$ cat src/rtl/axis_pkt_gen_if.sv
// axis_full_if: AXI-stream bus with tdata/tkeep/tlast/tid/tdest/tuser and valid/ready handshake
interface axis_full_if #(
  parameter int DATA_W = 8,
  parameter int KEEP_W = (DATA_W + 7) / 8,
  parameter int ID_W   = 8,
  parameter int DST_W  = 8,
  parameter int USR_W  = 1
);
  logic [DATA_W-1:0] tdata;
  logic [KEEP_W-1:0] tkeep;
  logic              tlast;
  logic [ID_W-1:0]   tid;
  logic [DST_W-1:0]  tdest;
  logic [USR_W-1:0]  tuser;
  logic              tvalid;
  logic              tready;
  modport out (output tdata, tkeep, tlast, tid, tdest, tuser, tvalid, input tready);
  modport in  (input tdata, tkeep, tlast, tid, tdest, tuser, tvalid, output tready);
endinterface

$ cat src/rtl/axis_pkt_gen.sv
// axis_pkt_gen: AXI-stream frame generator with incrementing/LFSR payload, gaps and backpressure.
// Defining AXIS_PKT_GEN_ERR_INJ_EN adds err_inj, which flags one frame's last beat via tuser[0] and tdata[0].
module axis_pkt_gen #(
  parameter int DATA_W = 8,
  parameter int KEEP_W = (DATA_W + 7) / 8,
  parameter int ID_W   = 8,
  parameter int DST_W  = 8,
  parameter int USR_W  = 1,
  parameter int LEN_W  = 16
) (
  input  logic              clk,
  input  logic              srst,
  axis_full_if.out          m_axis,
`ifdef AXIS_PKT_GEN_ERR_INJ_EN
  input  logic              err_inj,
`endif
  input  logic              start,
  input  logic              stop,
  input  logic [LEN_W-1:0]  cfg_len,
  input  logic [LEN_W-1:0]  cfg_num_frames,
  input  logic [7:0]        cfg_gap,
  input  logic              cfg_mode,
  input  logic [DATA_W-1:0] cfg_seed,
  input  logic [ID_W-1:0]   cfg_id,
  input  logic [DST_W-1:0]  cfg_dest,
  output logic              busy,
  output logic              done,
  output logic [31:0]       stat_frames,
  output logic [31:0]       stat_beats
);
  typedef enum logic [1:0] {IDLE, SEND, GAP, FIN} state_t;
  state_t r_state, w_next;
  logic [LEN_W-1:0] r_len, r_nframes, r_beat, r_fcnt;
  logic [7:0] r_gap, r_gap_cnt;
  logic r_mode, r_stop;
  logic [DATA_W-1:0] r_seed;
  logic [ID_W-1:0] r_id;
  logic [DST_W-1:0] r_dest;
  logic [31:0] r_pay, r_stat_frames, r_stat_beats, w_load, w_adv;
  logic w_hs, w_last, w_eof, w_stop, w_run_end, w_err;
  assign w_load = (r_mode && r_seed == '0) ? 32'd1 : 32'(r_seed);
  // Fibonacci LFSR, taps 32,22,2,1 -> bits 31,21,1,0
  assign w_adv = r_mode ? {r_pay[30:0], r_pay[31] ^ r_pay[21] ^ r_pay[1] ^ r_pay[0]} : r_pay + 32'd1;
  assign w_last = r_beat == r_len - LEN_W'(1);
  assign w_hs = r_state == SEND && m_axis.tready;
  assign w_eof = w_hs && w_last;
  assign w_stop = r_stop || stop;
  assign w_run_end = w_stop || (r_nframes != '0 && r_fcnt + LEN_W'(1) == r_nframes);
  always_comb begin
    w_next = r_state;
    case (r_state)
      IDLE:    w_next = start ? SEND : IDLE;
      SEND:    w_next = !w_eof ? SEND : w_run_end ? FIN : r_gap != 8'd0 ? GAP : SEND;
      GAP:     w_next = r_gap_cnt != 8'd1 ? GAP : w_stop ? FIN : SEND;
      default: w_next = IDLE;
    endcase
  end
  always_ff @(posedge clk) r_state <= srst ? IDLE : w_next;
  always_ff @(posedge clk) begin
    if (srst) begin
      r_len <= '0;
      r_nframes <= '0;
      r_beat <= '0;
      r_fcnt <= '0;
      r_gap <= '0;
      r_gap_cnt <= '0;
      r_mode <= 1'b0;
      r_stop <= 1'b0;
      r_seed <= '0;
      r_id <= '0;
      r_dest <= '0;
      r_pay <= '0;
      r_stat_frames <= '0;
      r_stat_beats <= '0;
    end else begin
      if (r_state == IDLE && start) begin
        r_len <= cfg_len == '0 ? LEN_W'(1) : cfg_len;
        r_nframes <= cfg_num_frames;
        r_gap <= cfg_gap;
        r_mode <= cfg_mode;
        r_seed <= cfg_seed;
        r_id <= cfg_id;
        r_dest <= cfg_dest;
        r_pay <= (cfg_mode && cfg_seed == '0) ? 32'd1 : 32'(cfg_seed);
        r_beat <= '0;
        r_fcnt <= '0;
        r_stop <= 1'b0;
        r_stat_frames <= '0;
        r_stat_beats <= '0;
      end
      if (r_state != IDLE && stop) r_stop <= 1'b1;
      if (r_state == GAP) r_gap_cnt <= r_gap_cnt - 8'd1;
      if (w_hs) begin
        r_stat_beats <= r_stat_beats + 32'd1;
        r_beat <= w_last ? '0 : r_beat + LEN_W'(1);
        r_pay <= w_last ? w_load : w_adv;
      end
      if (w_eof) begin
        r_stat_frames <= r_stat_frames + 32'd1;
        r_fcnt <= r_fcnt + LEN_W'(1);
        r_gap_cnt <= r_gap;
      end
    end
  end
`ifdef AXIS_PKT_GEN_ERR_INJ_EN
  // r_use is frozen while a last beat is stalled so its payload never changes mid-handshake
  logic r_arm, r_use, w_hold, w_use_hs;
  assign w_hold = r_state == SEND && w_last && !m_axis.tready;
  assign w_use_hs = w_eof && r_use;
  always_ff @(posedge clk) begin
    if (srst) begin
      r_arm <= 1'b0;
      r_use <= 1'b0;
    end else begin
      r_arm <= err_inj || (r_arm && !w_use_hs);
      r_use <= w_hold ? r_use : (err_inj || (r_arm && !w_use_hs));
    end
  end
  assign w_err = r_use && r_state == SEND && w_last;
`else
  assign w_err = 1'b0;
`endif
  assign m_axis.tvalid = r_state == SEND;
  assign m_axis.tlast = r_state == SEND && w_last;
  assign m_axis.tdata = r_pay[DATA_W-1:0] ^ DATA_W'(w_err);
  assign m_axis.tkeep = {KEEP_W{1'b1}};
  assign m_axis.tid = r_id;
  assign m_axis.tdest = r_dest;
  assign m_axis.tuser = USR_W'(w_err);
  assign busy = r_state == SEND || r_state == GAP;
  assign done = r_state == FIN;
  assign stat_frames = r_stat_frames;
  assign stat_beats = r_stat_beats;
endmodule

$ cat src/flat_wrapper.sv
// flat-port wrapper written by rule: the top's interface ports become plain ports
module axis_pkt_gen_flat 
#(
  parameter int DATA_W = 8,
  parameter int KEEP_W = (DATA_W + 7) / 8,
  parameter int ID_W   = 8,
  parameter int DST_W  = 8,
  parameter int USR_W  = 1,
  parameter int LEN_W  = 16
)
  (clk, srst, start, stop, cfg_len, cfg_num_frames, cfg_gap, cfg_mode, cfg_seed, cfg_id, cfg_dest, busy, done, stat_frames, stat_beats, m_axis_tdata, m_axis_tkeep, m_axis_tlast, m_axis_tid, m_axis_tdest, m_axis_tuser, m_axis_tvalid, m_axis_tready);
  axis_full_if #(.DATA_W(DATA_W), .KEEP_W(KEEP_W), .ID_W(ID_W), .DST_W(DST_W), .USR_W(USR_W)) m_axis_i ();
  input  logic clk;
  input  logic srst;
  input  logic start;
  input  logic stop;
  input  logic [LEN_W-1:0] cfg_len;
  input  logic [LEN_W-1:0] cfg_num_frames;
  input  logic [7:0] cfg_gap;
  input  logic cfg_mode;
  input  logic [DATA_W-1:0] cfg_seed;
  input  logic [ID_W-1:0] cfg_id;
  input  logic [DST_W-1:0] cfg_dest;
  output logic busy;
  output logic done;
  output logic [31:0] stat_frames;
  output logic [31:0] stat_beats;
  output wire logic [$bits(m_axis_i.tdata)-1:0] m_axis_tdata;
  output wire logic [$bits(m_axis_i.tkeep)-1:0] m_axis_tkeep;
  output wire logic [$bits(m_axis_i.tlast)-1:0] m_axis_tlast;
  output wire logic [$bits(m_axis_i.tid)-1:0] m_axis_tid;
  output wire logic [$bits(m_axis_i.tdest)-1:0] m_axis_tdest;
  output wire logic [$bits(m_axis_i.tuser)-1:0] m_axis_tuser;
  output wire logic [$bits(m_axis_i.tvalid)-1:0] m_axis_tvalid;
  input wire logic [$bits(m_axis_i.tready)-1:0] m_axis_tready;
  assign m_axis_tdata = m_axis_i.tdata;
  assign m_axis_tkeep = m_axis_i.tkeep;
  assign m_axis_tlast = m_axis_i.tlast;
  assign m_axis_tid = m_axis_i.tid;
  assign m_axis_tdest = m_axis_i.tdest;
  assign m_axis_tuser = m_axis_i.tuser;
  assign m_axis_tvalid = m_axis_i.tvalid;
  assign m_axis_i.tready = m_axis_tready;
  axis_pkt_gen #(.DATA_W(DATA_W), .KEEP_W(KEEP_W), .ID_W(ID_W), .DST_W(DST_W), .USR_W(USR_W), .LEN_W(LEN_W)) u_core (.clk(clk), .srst(srst), .m_axis(m_axis_i), .start(start), .stop(stop), .cfg_len(cfg_len), .cfg_num_frames(cfg_num_frames), .cfg_gap(cfg_gap), .cfg_mode(cfg_mode), .cfg_seed(cfg_seed), .cfg_id(cfg_id), .cfg_dest(cfg_dest), .busy(busy), .done(done), .stat_frames(stat_frames), .stat_beats(stat_beats));
endmodule
$ cat config.mk
export PLATFORM = sky130hd
export DESIGN_NAME = axis_pkt_gen_flat
export DESIGN_NICKNAME = d
export VERILOG_FILES = /design/src/rtl/axis_pkt_gen_if.sv /design/src/rtl/axis_pkt_gen.sv /design/src/flat_wrapper.sv
export SDC_FILE = /design/constraint.sdc
export NUM_CORES = 1
export LEC_CHECK = 0
export ABC_AREA = 1
export CAP_MARGIN = 30
export CORE_MARGIN = 2
export CORE_UTILIZATION = 60
export DETAILED_ROUTE_END_ITERATION = 10
export GPL_ROUTABILITY_DRIVEN = 0
export MAX_ROUTING_LAYER = met4
export PLACE_DENSITY = 0.87
export SYNTH_ARGS = -nofsm -noshare
export SYNTH_HDL_FRONTEND = slang
export SYNTH_SLANG_ARGS = --single-unit
$ cat constraint.sdc
create_clock -name clk -period 4.6 [get_ports clk]
set_input_delay 1.15 -clock clk [delete_from_list [all_inputs] [get_ports clk]]
set_output_delay 1.15 -clock clk [all_outputs]
set_load 0.02 [all_outputs]
# After elaboration in Yosys (flattened, before gate mapping)

Index checks and enable logic that the tools add are counted.

Bits in registers: 204
Output and inout bits: 94

Add/sub/neg operators: 7
Equal/unequal tests: 6
Mux-type cells: 25
Bitwise logic cells: 3
Reduce and logical (&&, ||, !) cells: 22

Operators by type and width:

| cell                                                                    | number |
|---|---|
| 32-bit two-way mux                                                      | 7 |
| 32-bit by 1-bit adder with 32-bit output, second input constant         | 3 |
| 16-bit two-way mux                                                      | 5 |
| 16-bit by 1-bit adder with 16-bit output, second input constant         | 2 |
| 16-bit equality test                                                    | 2 |
| 8-bit two-way mux                                                       | 4 |
| 16-bit logical NOT                                                      | 1 |
| 8-bit logical NOT                                                       | 2 |
| 16-bit nonzero test                                                     | 1 |
| 16-bit by 1-bit subtractor with 16-bit output, second input constant    | 1 |
| 2-bit two-way mux                                                       | 5 |
| 2-bit nonzero test                                                      | 5 |
| 1-bit logical AND                                                       | 8 |
| 8-bit by 1-bit inequality test with 1-bit output, second input constant | 1 |
| 8-bit nonzero test                                                      | 1 |
| 8-bit by 1-bit subtractor with 8-bit output, second input constant      | 1 |
| 2-bit one-hot mux with 3 select lines                                   | 1 |
| 2-bit equality test, second input constant                              | 2 |
| 1-bit logical OR                                                        | 3 |
| 1-bit two-way mux                                                       | 3 |
| 1-bit XOR                                                               | 3 |
| 2-bit by 1-bit equality test with 1-bit output, second input constant   | 1 |
| 2-bit logical NOT                                                       | 1 |

# Depth between registers and ports, before layout

Gate-level depths: netlist of the first run.

Depth after elaboration: 7
Depth in mapped cells: 20
Mapped depth without buffers: 18

# Least setup slack after synthesis of the first run

No wires, ideal clock.

Path type: flip-flop to output port
From: reg u_core.r_len[0]
To: out m_axis_tlast
Arrival: 1.942 ns
Required time: 3.450 ns
Setup slack: 1.508 ns
Cell stages (with the launch flop): 10
Path buffers: 0
Path through: dfxtp_1 inv_1 ha_1 nand2_4 nor2_4 xor2_1 nand4_1 nor2_1 nand3_1 nor3b_1

Longest elaborated chain between the ends: 3

Ends and longest elaborated chain:

| element                                       | RTL line            | source |
|---|---|---|
| start, declared                               | axis_pkt_gen.sv:33  | `logic [LEN_W-1:0] r_len, r_nframes, r_beat, r_fcnt;` |
| start signal, assigned                        | axis_pkt_gen.sv:77  | `r_len <= cfg_len == '0 ? LEN_W'(1) : cfg_len;` |
| 16-bit by 1-bit subtractor with 16-bit output | axis_pkt_gen.sv:44  | `assign w_last = r_beat == r_len - LEN_W'(1);` |
| 16-bit equality test                          | axis_pkt_gen.sv:44  |  |
| 1-bit logical AND                             | axis_pkt_gen.sv:124 | `assign m_axis.tlast = r_state == SEND && w_last;` |
| end, declared                                 | flat_wrapper.sv:30  | `output wire logic [$bits(m_axis_i.tlast)-1:0] m_axis_tlast;` |

Every way passes these cells.

# Final worst setup path of the first run

Same ends and word-level chain as after synthesis.

==> metrics, run 1 <==
die width=144.1 µm; I/O Buffers=161; Final setup viols=0; clk slew on worst S/H paths=0.06 ns; setup_tns=0 ns; # Post-CTS Setup Buffers=0; Synth cell types=47; DRC=0; post-DR vias/cell=5.630; status=finished, final reports clean; Pre-Repair DR Iteration Count=6; PD cells=313.4 nW/µm²; Worst Path Max Fanout=6; total CTS buffers=23; Place WS=0.7730 ns; # clock sinks=204; Initial Utilization=60.89%; total track usage=32.05%; Critical Path RT=3.45 ns; vias in the first global route=11670; Post-Synthesis Cells=1831; total power=0.004483 W; maximum VDD drop=0.2404 mV; leak pwr=5.384 nW; Post-Route WL=33.05 mm; first-pass GRT wire length=53.68 mm; FFs w/ async S/R, synth=0%; minimum clock period after layout=4.231 ns; Congestion Overflow GR=0; fmax=236.3 MHz; max-slew violation count=0; worst-path cell chain=inv_1, ha_1, nand2_4, nor2_4, xor2_1, nand4_1, nor2_1, nand3_1, nor3b_1, clkdlybuf4s50_1; Worst path top cell family by delay=simple AND/OR/NAND/NOR gates; largest net degree at the start of global routing=76; Layout Utilization=73.98%; Layout Cells excl Fill=2235; worst min-delay path class=reg2reg; syn avg cell area=6.430 µm²; clock buffer depth=3; initial DRC count=1079; Fin. Hold Viols=0; slowest CP cell=clkdlybuf4s50_1; Yosys warning count=0; commonest non-fill, non-tap cell in the layout=nand2_1; Data arrival, critical path=3.08 ns; worst reg2reg path depth=18; met2 Use GR=54.09%; initial antenna violation count=1; commonest cells after routing, fill and taps aside=nand2_1 (508), dfxtp_1 (204), nor2_1 (189); Crit. End Element=primary output; Die Y=144.1 µm; startpoint types=flop; MaxCap Viol Count=0; Slew HR=42.28%; H-tree depth=1; Final period util=91.98%; routed vias=12580; RSZ-0062 raised after global routing=false; flops & latches, synth=204; CTS resizes=0; CORE AREA=19330 µm²; Buf/Inv on CP=2; Die ar.=20760 µm²; clock skew=0.02813 ns; worst slew pin tran=0.8658 ns; grt met1 use=38.93%; area grow syn2layout=21.49%; cts hold-fix bufs=0; syn_nets=1913; layout cells sized above 1=4.317%; nets@finish=2035; Post-Place Cells=2193; CTS tree=built; clock root buffer=clkbuf_16; Synth Cell Area=11770 µm²; met3 usage=5.629%; Skew-Pair Late Insertion Delay=0.52 ns; Final HPWL DP=23.02 mm; io pins=164; hold path depth=2; Seq/Total Area, Yosys=34.69%; most used routing layer=met2; delay of the slowest critical-path stage=0.68 ns; Main synth FF type=dfxtp_1; post-route antenna net violation count=0; Cell Rows=51; Post-synth EDFFs=0; path length in cells of the critical path=10; crit path kind=reg2out; routed wire length per instance=14.79 µm; final worst slack=0.3688 ns
## cells in the mapped netlist (2+ instances only)
master     count  area [µm²]
a211oi_1       7       52.55
a21oi_1      176       880.8
a31oi_1        4       25.02
buf_1          3       11.26
buf_2          8       40.04
buf_4         12       90.09
buf_6          3       33.78
clkbuf_1      54       202.7
clkinv_1       2       7.510
conb_1         2       7.510
dfxtp_1      204        4084
ha_1          12       150.1
inv_1        179       671.9
inv_2          2       7.510
nand2_1      509        1911
nand2_4        4       45.04
nand3_1      135       675.7
nand3b_1       9       67.56
nand4_1       33       206.5
nor2_1       189       709.4
nor2_2         4       25.02
nor2_4         3       33.78
nor2_8         2       40.04
nor3_1        37       185.2
nor4_1        14       87.58
o2111ai_1      4       35.03
o211ai_1       2       15.01
o21a_1         2       15.01
o21ai_0      110       550.5
o21bai_1       4       30.03
o22ai_1        3       18.77
o31ai_1        2       15.01
or2_0          4       25.02
or2_2         12       75.07
xnor2_1       25       219.0
xnor3_1        3       67.56
xor2_1        43       376.6
## stage by stage
| step | hold WS [ns] | instance area [µm²] |
|---|---|---|
| global route | 0.5043 | 14300 |
| finish | 0.4777 | 14300 |
| CTS | 0.4775 | 14300 |
| global placement | 0.4554 | 13470 |
| floorplan | 0.4417 | 11770 |
| detailed placement | 0.4689 | 13470 |
## worst min-delay path, cell delays in order (launching register included)
cell and delay, ns:
dfxtp_1 0.31, nand2_1 0.06, a21oi_1 0.06
## layer usage
layer | part of all wire [%] | up-vias
met5 | 0 | -
met4 | 2.8 | 0
met3 | 9.0 | 93
met2 | 47 | 598
met1 | 41 | 5707
li1 | - | 6185
## cells by family after synthesis
kind of cell / Yosys count / synth area share [%]
buffers and inverters: 263 / 9.044
other: 2 / 0.06379
AOI/OAI and AO/OA: 319 / 14.27
and+or+nand+nor: 960 / 35.03
adders and majority gates: 12 / 1.275
DFF: 204 / 34.69
xor gates and xnor gates: 71 / 5.632
## worst paths after layout
kind,startpoint,end,slack (ns)
setup / recovery,u_core.r_len[0]$_SDFFE_PP0P_,m_axis_tlast,0.37
hold / removal,u_core.r_pay[30]$_SDFFE_PP0P_,u_core.r_pay[30]$_SDFFE_PP0P_,0.48
setup reg to reg,u_core.r_len[0]$_SDFFE_PP0P_,u_core.stat_frames[26]$_SDFFE_PP0P_,1.44
hold reg to reg,u_core.r_pay[30]$_SDFFE_PP0P_,u_core.r_pay[30]$_SDFFE_PP0P_,0.48
## area by class of cell
cell class	instances	area [µm²]
Clock inverter	11	187.7
Sequential cell	204	4084
Clock buffer	30	641.9
Tap cell	265	331.6
Fill cell	1543	5031
Timing Repair Buffer	177	1742
Inverter	183	686.9
Multi-Input combinational cell	1364	6628
Antenna cell	1	2.502
## sequential cells by signal, summed over array words and instances, names as in the netlist, 16 cells and up
register,cells
u_core.r_nframes,16
u_core.stat_frames,32
u_core.r_pay,32
u_core.r_len,16
u_core.stat_beats,32
u_core.r_beat,16
u_core.r_fcnt,16
## power breakdown
| part | switching (W) | total [W] | leakage (nW) | internal [W] |
|---|---|---|---|---|
| clock | 0.000754 | 0.00202 | 0.411 | 0.00126 |
| combinational | 0.000357 | 0.000585 | 3.31 | 0.000228 |
| sequential | 0.0000556 | 0.00188 | 1.66 | 0.00183 |
Power figures use the tool's default switching activity.
==> run 2, diff against run 1 <==
--- a/config.mk
+++ b/config.mk
@@ -7,7 +7,7 @@
 export LEC_CHECK = 0
 export ABC_AREA = 1
 export CAP_MARGIN = 30
-export CORE_MARGIN = 2
+export CORE_MARGIN = 3
 export CORE_UTILIZATION = 60
 export DETAILED_ROUTE_END_ITERATION = 10
 export GPL_ROUTABILITY_DRIVEN = 0
==> run 2 against run 1 <==
Against the previous run:
- total power shrank 1.7%
- clock power shrank 3%
- non-clock buffer count shrank 1
- critical path type unchanged
- clock-buffer cell count grew 3
- die area grew 2.8%
==> metrics, run 2 (synthesis results as in run 1) <==
leak pwr=5.367 nW (was 5.384 nW); Worst Path Max Fanout=6 (unchanged); area grow syn2layout=21.19% (was 21.49%); RSZ-0062 raised after global routing=false (unchanged); crit path kind=reg2out (unchanged); die width=146.1 µm (was 144.1 µm); Die Y=146.1 µm (was 144.1 µm); Final setup viols=0 (unchanged); Congestion Overflow GR=0 (unchanged); Fillers=1511 (was 1543); grt met1 use=37.53% (was 38.93%); first-pass GRT wire length=53.54 mm (was 53.68 mm); Slew HR=42.79% (was 42.28%); PD cells=308.9 nW/µm² (was 313.4 nW/µm²); cts hold-fix bufs=0 (unchanged); MaxCap Viol Count=0 (unchanged); # Post-CTS Setup Buffers=0 (unchanged); Skew-Pair Late Insertion Delay=0.52 ns (about the same); clock skew=0.01591 ns (was 0.02813 ns); layout cells sized above 1=4.270% (was 4.317%); worst min-delay path class=reg2reg (unchanged); Multi-input gate area=6628 µm² (unchanged); minimum clock period after layout=4.253 ns (was 4.231 ns); status=finished, final reports clean (unchanged); initial antenna violation count=1 (unchanged); Cell Rows=50 (was 51); Layout Utilization=75.03% (was 73.98%); Final HPWL DP=22.62 mm (was 23.02 mm); CTS resizes=0 (unchanged); met2 Use GR=49.87% (was 54.09%); Data arrival, critical path=3.10 ns (was 3.08 ns); clock buffer depth=3 (unchanged); Final period util=92.45% (was 91.98%); routed vias=12340 (was 12580); Crit. End Element=primary output (unchanged); post-DR vias/cell=5.538 (was 5.630); nets@finish=2034 (was 2035); clock root buffer=clkbuf_16 (unchanged); post-route design area=14270 µm² (was 14300 µm²); commonest non-fill, non-tap cell in the layout=nand2_1 (unchanged); startpoint types=flop (unchanged); maximum VDD drop=0.2601 mV (was 0.2404 mV); Die ar.=21340 µm² (was 20760 µm²); commonest cells after routing, fill and taps aside=nand2_1 (508), dfxtp_1 (204), nor2_1 (189) (unchanged); met3 usage=5.711% (was 5.629%); fmax=235.1 MHz (was 236.3 MHz); post-route antenna net violation count=0 (unchanged); worst slew pin tran=0.8581 ns (was 0.8658 ns); CTS tree=built (unchanged); initial DRC count=1097 (was 1079); io pins=164 (unchanged); Post-Route WL=32.28 mm (was 33.05 mm); # clock sinks=204 (unchanged); DRC=0 (unchanged); CORE AREA=19020 µm² (was 19330 µm²); total power=0.004408 W (was 0.004483 W); I/O Buffers=161 (unchanged); Critical Path RT=3.45 ns (about the same); Pre-Repair DR Iteration Count=6 (unchanged); Layout Cells excl Fill=2228 (was 2235); total track usage=29.82% (was 32.05%); clk slew on worst S/H paths=0.06 ns (about the same); Post-Place Cells=2187 (was 2193); H-tree depth=1 (unchanged); max-slew violation count=0 (unchanged); setup_tns=0 ns (unchanged); total CTS buffers=23 (unchanged); routed wire length per instance=14.49 µm (was 14.79 µm); Initial Utilization=61.91% (was 60.89%); Placed Area=13460 µm² (was 13470 µm²); vias in the first global route=11400 (was 11670); most used routing layer=met2 (unchanged); Register Area=4084 µm² (unchanged); Fin. Hold Viols=0 (unchanged); largest net degree at the start of global routing=78 (was 76)
run 2: critical path, cell delays in order, from the launching register on:
cell,delay [ns]
dfxtp_1,0.32
inv_1,0.19
ha_1,0.31
nand2_4,0.13
nor2_4,0.13
xor2_1,0.22
nand4_1,0.13
nor2_1,0.11
nand3_1,0.10
nor3b_1,0.28
clkdlybuf4s50_1,0.68
run 2: metrics by stage:
stage                     hold slack, ns  worst slack, ns
after floorplan                   0.4417            1.508
after global placement            0.4535           0.8320
after detailed placement          0.4602           0.6827
after CTS                         0.4693           0.3578
after global routing              0.4950           0.1693
final                             0.4742           0.3471
run 2: worst paths after layout:
kind | from | end | slack [ns] | depth (start not counted)
worst max-delay path | u_core.r_len[0]$_SDFFE_PP0P_ | m_axis_tlast | 0.35 | 10
worst min-delay path | u_core.r_pay[30]$_SDFFE_PP0P_ | u_core.r_pay[30]$_SDFFE_PP0P_ | 0.47 | 2
worst max register to register | u_core.r_state[1]$_SDFF_PP0_ | u_core.stat_frames[14]$_SDFFE_PP0P_ | 1.54 | 9
worst min register to register | u_core.r_pay[30]$_SDFFE_PP0P_ | u_core.r_pay[30]$_SDFFE_PP0P_ | 0.47 | 2
run 2: per-layer routing:
layer	wire (µm)	part of all wire [%]
met4	709	2.2
met2	15270	47
met3	2500	7.7
met1	13810	43
met5	0	0
run 2: final cells by class:
class | instances | area share [%]
multi-input cells | 1364 | 46.45
inverters | 183 | 4.814
diodes | 1 | 0.01754
clock inverters | 7 | 0.8067
repair buffers | 176 | 12.15
well taps | 260 | 2.280
clock buffers | 33 | 4.858
flip-flops and latches | 204 | 28.62
run 2: report_power, final:
| part | internal, W | switching [W] | total (W) |
|---|---|---|---|
| sequential | 0.00183 | 0.0000544 | 0.00188 |
| clock | 0.00121 | 0.000740 | 0.00195 |
| combinational | 0.000227 | 0.000352 | 0.000579 |
| total | 0.00326 | 0.00115 | 0.00441 |
==> RTL change: new RTL, settings of run 2 <==
The 4 states of `state_t` get a one-hot encoding in 4 bits.
--- a/src/rtl/axis_pkt_gen.sv
+++ b/src/rtl/axis_pkt_gen.sv
@@ -29,5 +29,5 @@
   output logic [31:0]       stat_beats
 );
-  typedef enum logic [1:0] {IDLE, SEND, GAP, FIN} state_t;
+  typedef enum logic [3:0] {IDLE = 4'b0001, SEND = 4'b0010, GAP = 4'b0100, FIN = 4'b1000} state_t;
   state_t r_state, w_next;
   logic [LEN_W-1:0] r_len, r_nframes, r_beat, r_fcnt;
Function: no difference found for any inputs over 4 cycles, from zero or initial values and one cycle with srst high; so few cycles prove little.
==> RTL change against run 2 <==
- wire length grew 0.80%
- sequential cell count grew 2
- area after synthesis grew 0.61%
- cell area shrank 0.90%
- power shrank 2.8%
- worst setup slack gained 0.12 ns
- non-clock buffer count shrank 6
- clock power shrank 11%
==> RTL change: results (changes against run 2) <==
Synthesis
  • Synth top cells by count: nand2_1, dfxtp_1, nand3_1, inv_1, a21oi_1
  • Synth cell types: 54 (+15%)
  • Synthesized instance count: 1789 (-2.3%)
  • Post-Syn Nets: 1867 (-2.4%)
  • Seq/Total Area, Yosys: 0.348 (+0.00129)
  • Area contributors post-synth: dfxtp_1, nand2_1, nand3_1
  • Async set-or-reset flop fraction in the synthesized netlist: 0 (unchanged)

Critical path
  • Crit path launch: u_core.r_len[0]$_SDFFE_PP0P_
  • WP data arrival: 2.99 ns (-0.11 ns)
  • Worst r2r dst: u_core.r_state[1]$_SDFF_PP0_
  • CP max FO: 6 (unchanged)
  • Worst r2r path cells: 17 (+8)
  • Critical Path End: m_axis_tlast
  • Largest delay share family, worst path: simple AND/OR/NAND/NOR gates
  • Flop2flop setup slack: 1.56 ns (+0.02 ns)
  • Slowest stage delay, CP: 0.63 ns (-0.05 ns)
  • CP max-delay cell: clkdlybuf4s50_1

Global route
  • Total track usage: 0.299 (about the same)
  • Initial antenna violation count: 0 (-1)
  • Largest net degree at the start of global routing: 86 (+10%)
  • Number of global-route vias before repair: 11500 (+0.54%)
  • Global-route wire length before repair: 53600 um (+0.13%)

Timing
  • Clk_skew: 0.00917 ns (-0.00674 ns)
  • Final period utilization: 0.899 (-0.0251)
  • Worst hold-check slack: 0.447 ns (-0.0274 ns)
  • Worst-margin pin slew: 0.994 ns (+0.136 ns)

Drt
  • DRT Pass-1 Iters: 5 (-1)
  • Drt via density: 5.71 (+3.1%)
  • Routed wire length per instance: 15.0 um (+3.6%)
  • DR iter-0 viols: 950 (-13%)

Hold path
  • Hold Path End: u_core.m_axis.tid[7]$_SDFFE_PP0P_
  • Hold Crit Class: reg2reg
  • Hold Crit Start: u_core.m_axis.tid[7]$_SDFFE_PP0P_

Power
  • Leakage: 0.00520 uW (-3.2%)
  • Sw frac: 0.278 (+0.0175)
  • Peak supply drop: 0.269 mV (+3.4%)

Clocking
  • H-tree Lvls: 1 (unchanged)
  • Setup bufs post-CTS: 0 (unchanged)
  • Root Buffer: clkbuf_16
  • Worst skew pair latency: roughly 0.5 ns
  • CTS buffer count: 22 (-4.3%)

Finish
  • Final cell count without fillers: 2168 (-2.7%)
  • Number of diodes: 0 (-1)
  • Final nets: 1970 (-3.1%)
  • Layout cells sized above 1: 0.0535 (+0.0108)

Outcome
  • Status: finished clean

Placed design
  • Pre-CTS setup slack: 0.860 ns (+0.177 ns)
  • Hpwl dp: 22800 um (+0.71%)
  • Placed cells: 2128 (-2.7%)
  • Port bufs: 161 (unchanged)
## RTL change: power by group through the flow
| stage | clock (uW) | combinational (uW) | sequential (uW) |
|---|---|---|---|
| after floorplan | 0 | 431 | 1940 |
| after global placement | 0 | 613 | 1940 |
| after detailed placement | 0 | 628 | 1940 |
| after CTS | 1760 | 634 | 1900 |
| after global routing | 1840 | 708 | 1910 |
| final | 1740 | 641 | 1910 |
## RTL change: metal layers
| layer | GRT usage | share of wire |
|---|---|---|
| met4 | 0.114 | 0.039 |
| met3 | 0.0416 | 0.065 |
| met2 | 0.508 | 0.49 |
| met5 | - | 0 |
| met1 | 0.360 | 0.41 |
## RTL change: through the flow
step           instance area (sq um)  utilization
4_1_cts                        14100        0.743
2_1_floorplan                  11800            -
3_3_place_gp                   13400        0.705
6_report                       14100        0.743
5_1_grt                        14100        0.743
3_5_place_dp                   13400        0.706
## RTL change: layout make-up
cell class,instances,area (sq um)
Fill cell,1540,4880
Clock buffer,32,669
Multi-Input combinational cell,1320,6640
Tap cell,260,325
Timing Repair Buffer,170,1690
Sequential cell,206,4120
Inverter,172,646
Clock inverter,8,42.5
## RTL change: cell families (layout without fill, tap and decap cells)
family / after synthesis / after routing / synth area share
flip-flops: 206 / 206 / 0.348
adder cells (fa/ha/maj): 8 / 8 / 0.00845
AO/OA/AOI/OAI: 318 / 318 / 0.147
other: 2 / 2 / 0.000634
buffers and inverters: 263 / 382 / 0.0920
AND/OR/NAND/NOR: 924 / 924 / 0.352
XOR/XNOR: 67 / 67 / 0.0513
multiplexers: 1 / 1 / 0.000845
